### config.mk
export PLATFORM = sky130hd
export DESIGN_NAME = btn_control
export DESIGN_NICKNAME = d
export VERILOG_FILES = /design/src/rtl/btn_control.sv
export SDC_FILE = /design/constraint.sdc
export NUM_CORES = 1
export LEC_CHECK = 0
export CAP_MARGIN = 20
export CORE_AREA = 2 2 39 41
export CTS_CLUSTER_DIAMETER = 50
export DETAILED_ROUTE_END_ITERATION = 7
export DIE_AREA = 0 0 41 43
export DONT_BUFFER_PORTS = 1
export SETUP_SLACK_MARGIN = 0.05
export SYNTH_ARGS = -nofsm -noshare
export SYNTH_HDL_FRONTEND = slang
export SYNTH_SLANG_ARGS = --single-unit
### constraint.sdc
create_clock -name clk -period 1.4 [get_ports clk]
set_input_delay 0.28 -clock clk [delete_from_list [all_inputs] [get_ports clk]]
set_output_delay 0.28 -clock clk [all_outputs]
set_load 0.01 [all_outputs]
### src/rtl/btn_control.sv
// Push-button front end: two-flop synchroniser, counter debouncer, press-edge
// detector and a wrapping 3-bit selector advanced once per debounced press.
module btn_control #(
  parameter int unsigned DEBOUNCE_CYCLES = 2,
  parameter int unsigned NUM_SEL         = 8
) (
  input  logic       clk,
  input  logic       reset,
  input  logic       btn,
  output logic [2:0] sel
);

  localparam int unsigned CW = $clog2(DEBOUNCE_CYCLES) + 1;
  localparam logic [CW-1:0] CNT_MAX = CW'(DEBOUNCE_CYCLES - 1);
  localparam logic [2:0]    SEL_MAX = 3'(NUM_SEL - 1);

  logic          s1;
  logic          s2;
  logic          db;
  logic          db_d;
  logic          press;
  logic [CW-1:0] cnt;

  assign press = db & ~db_d;

  always_ff @(posedge clk) begin
    if (reset) begin
      s1   <= 1'b0;
      s2   <= 1'b0;
      db   <= 1'b0;
      db_d <= 1'b0;
      cnt  <= '0;
      sel  <= '0;
    end else begin
      s1   <= btn;
      s2   <= s1;
      db_d <= db;

      // db only follows s2 after it has disagreed for DEBOUNCE_CYCLES edges in a row
      if (s2 == db) begin
        cnt <= '0;
      end else if (cnt == CNT_MAX) begin
        db  <= s2;
        cnt <= '0;
      end else begin
        cnt <= cnt + 1'b1;
      end

      if (press) begin
        sel <= (sel == SEL_MAX) ? 3'd0 : sel + 3'd1;
      end
    end
  end

endmodule

==> flow_metrics.env <==
export IMPL_syn_inst=30
export IMPL_p_per_area_nw_per_um2=1242
export IMPL_regArea_um2=180.2
export IMPL_htree_levels=1
export IMPL_die_area_um2=1763
export IMPL_yosysSeqAreaShare_pct=54.75
export IMPL_drv_slew=0
export IMPL_finalSetupViolCount=0
export IMPL_timing_final_crit_period_ns=1.127
export IMPL_synth_mux_area_share_pct=12.17
export IMPL_synthAdderAreaFrac_pct=11.41
export IMPL_root_buffer="clkbuf_4"
export IMPL_design_core_area_um2=1384
export IMPL_max_stage_delay_ns=0.36
export IMPL_critical_path_top_delay_family="adder cells"
export IMPL_tightest_slew_ns=0.2058
export IMPL_synth_seq_cells=9
export IMPL_synth_area_per_cell_um2=10.97
export IMPL_insertedDiodeCount=0
export IMPL_rows=14
export IMPL_cts_resized=0
export IMPL_cp_end_kind="flop"
export IMPL_p_sw_share_pct=19.59
export IMPL_synthFlopType="dfxtp_1"
export IMPL_wl_per_cell_um=9.280
export IMPL_drt_pass1_iterations=2
export IMPL_slowest_stage="dfxtp_1"
export IMPL_drive_gt1_share_pct=8.824
export IMPL_leakage_nw=0.1499
export IMPL_synthSimpleGateAreaFrac_pct=17.87
export IMPL_cp_depth=4
export IMPL_pre_cts_ws_ns=0.2741
export IMPL_grt_start_max_net_pins=9
export IMPL_setup_tns_ns=0
export IMPL_post_cts_setup_buffer_count=0
export IMPL_p_int_mw=0.3748
export IMPL_ys_types=9
export IMPL_fin_ws_ns=0.2731
export IMPL_clock_skew_ns=0.0003710
export IMPL_antenna_left=0
export IMPL_cts_made_buffers=3
export IMPL_ys_warn_count=0
export IMPL_start_util_pct=23.78
export IMPL_cpMostUsedCell="ha_1"
export IMPL_synth_common_cells="dfxtp_1, nor2_1, mux2i_1"
export IMPL_gp_congestion=0.5465
export IMPL_track_usage_pct=7.157
export IMPL_synth_xor_area_share_pct=2.662
export IMPL_ir_drop_v=0.0005425
export IMPL_fmax_mhz=887.4
export IMPL_cts_tree="built"
export IMPL_ioPinCount=6
export IMPL_clk_latency_ns=0.25
export IMPL_synth_async_sr_flop_share_pct=0
export IMPL_synth_top_family_by_area="simple AND/OR/NAND/NOR gates"
export IMPL_die_width_um=41
export IMPL_rr_worst_depth=4
export IMPL_power_frac_comb_pct=1.7
export IMPL_cts_sinks=9
export IMPL_syn2layout_area_growth_pct=14.07
export IMPL_yosysTopAreaCell="dfxtp_1"
export IMPL_crit_fanout=4
export IMPL_clkTransAtPathRegs_ns=0.06
export IMPL_p_seq_share_pct=56.4
export IMPL_synthTopCellsByArea="dfxtp_1, mux2i_1, ha_1"
export IMPL_drc=0
export IMPL_r2r_slack_ns=0.27
export IMPL_grt_pass1_wl_um=745
export IMPL_detail_route_wirelength_um=464
export IMPL_grt_pass1_vias=186
export IMPL_yosysMostFrequentCell="dfxtp_1"
export IMPL_arrival_ns=1.28
export IMPL_synth_edf_count=0
export IMPL_crit_end="sel[2]"
export IMPL_outcome="completed"
export IMPL_synth_top_cell_area_share_pct=54.75
export IMPL_cts_hold_buf=0
export IMPL_fillers=143
export IMPL_r2r_start="sel[0]"
export IMPL_rsz0062_at_grt="false"
export IMPL_cp_cell_sequence="ha_1 > ha_1 > mux2i_1 > nor2_1"
export IMPL_cp_startpoint="sel[0]"
export IMPL_holdCritPathClass="in -> reg"
export IMPL_grt_ovfl_total=0
export IMPL_syn_nets=36
export IMPL_p_sw_mw=0.09128
export IMPL_hold_viol=0
export IMPL_cts_buffer_depth=2
export IMPL_drt_initial_drc_count=1
export IMPL_cp_required_ns=1.55
export IMPL_clockPowerShare_pct=42.0
export IMPL_multi_input_area_um2=145.1
export IMPL_die_height_um=43
export IMPL_syn_cell_area_um2=329.1
export IMPL_crit_type="reg -> reg"
export IMPL_start_kind="flop"
export IMPL_vias=198
export IMPL_max_slew_margin_pct=86.26
export IMPL_period_share_pct=80.49
export IMPL_synth_compound_area_share_pct=0
export IMPL_fin_nets=41
export IMPL_portBuffers=0
export IMPL_viasPerCell=3.960
export IMPL_worst_path_buf_inv=0
export IMPL_cap_viol_max_count=0
export IMPL_antenna_found_initial=0
export IMPL_r2r_end="sel[2]"
## state kept, by name (all words and copies together), names as in the netlist
name / cells
sel: 3
db_d: 1
cnt: 2
s2: 1
db: 1
s1: 1
## area by class of cell
cell class | count | area share [%]
multi-input cells | 20 | 38.67
well taps | 16 | 5.333
clock buffers | 4 | 7.000
inverters | 1 | 1.000
flip-flops and latches | 9 | 48.00
## worst register-to-register path, stage by stage, from the launching register on
cell and delay [ns]:
dfxtp_1 0.36, ha_1 0.22, ha_1 0.26, mux2i_1 0.13, nor2_1 0.05
## layer usage
metal  global-route usage, %  part of all wire, %  vias up
met4                   14.00                  4.1        0
met5                       0                    0        -
met2                   6.563                   42        5
li1                        -                    -      106
met1                   9.121                   51       85
met3                  0.5236                  3.0        2
## kinds of logic after synthesis
| kind of cell | Yosys count |
|---|---|
| buffers and inverters | 1 |
| DFF | 9 |
| muxes | 4 |
| adders and majority gates | 3 |
| and+or+nand+nor | 12 |
| xor gates and xnor gates | 1 |
## power by group through the flow
stage / Clock (mW) / Sequential, mW / Combinational [mW]
finish: 0.196 / 0.263 / 0.00779
global route: 0.219 / 0.263 / 0.00887
CTS: 0.210 / 0.263 / 0.00796
detailed placement: 0 / 0.268 / 0.00798
global placement: 0 / 0.268 / 0.00756
floorplan: 0 / 0.268 / 0.00692
## placed cells by master, fill, tap and decap left out, drive strengths merged
cell type and instances:
xnor2 1, dfxtp 9, mux2i 4, inv 1, nor2b 3, or3 1, ha 3, clkbuf 4
and2b 1, nor2 7
## worst min-delay path by stage
stage | cells past startpoint | startpoint | to | slack, ns
after floorplan | 1 | reset | db_d | 0.35
after global placement | 1 | reset | s2 | 0.35
after detailed placement | 1 | reset | db_d | 0.35
after CTS | 1 | reset | sel[2] | 0.07
after global routing | 1 | reset | s1 | 0.07
final | 1 | reset | s2 | 0.09
## stage by stage
step / instances / instance area, um2 / hold WS (ns) / util, % / power, mW
after global routing: 50 / 375.4 / 0.06992 / 27.12 / 0.4906
final: 50 / 375.4 / 0.08773 / 27.12 / 0.4660
after CTS: 50 / 375.4 / 0.07371 / 27.12 / 0.4804
after global placement: 46 / 349.1 / 0.3525 / 25.23 / 0.2757
after floorplan: 30 / 329.1 / 0.3516 / - / 0.2748
after detailed placement: 46 / 349.1 / 0.3539 / 25.23 / 0.2764
Note: power is estimated with default switching activity, not from simulation.
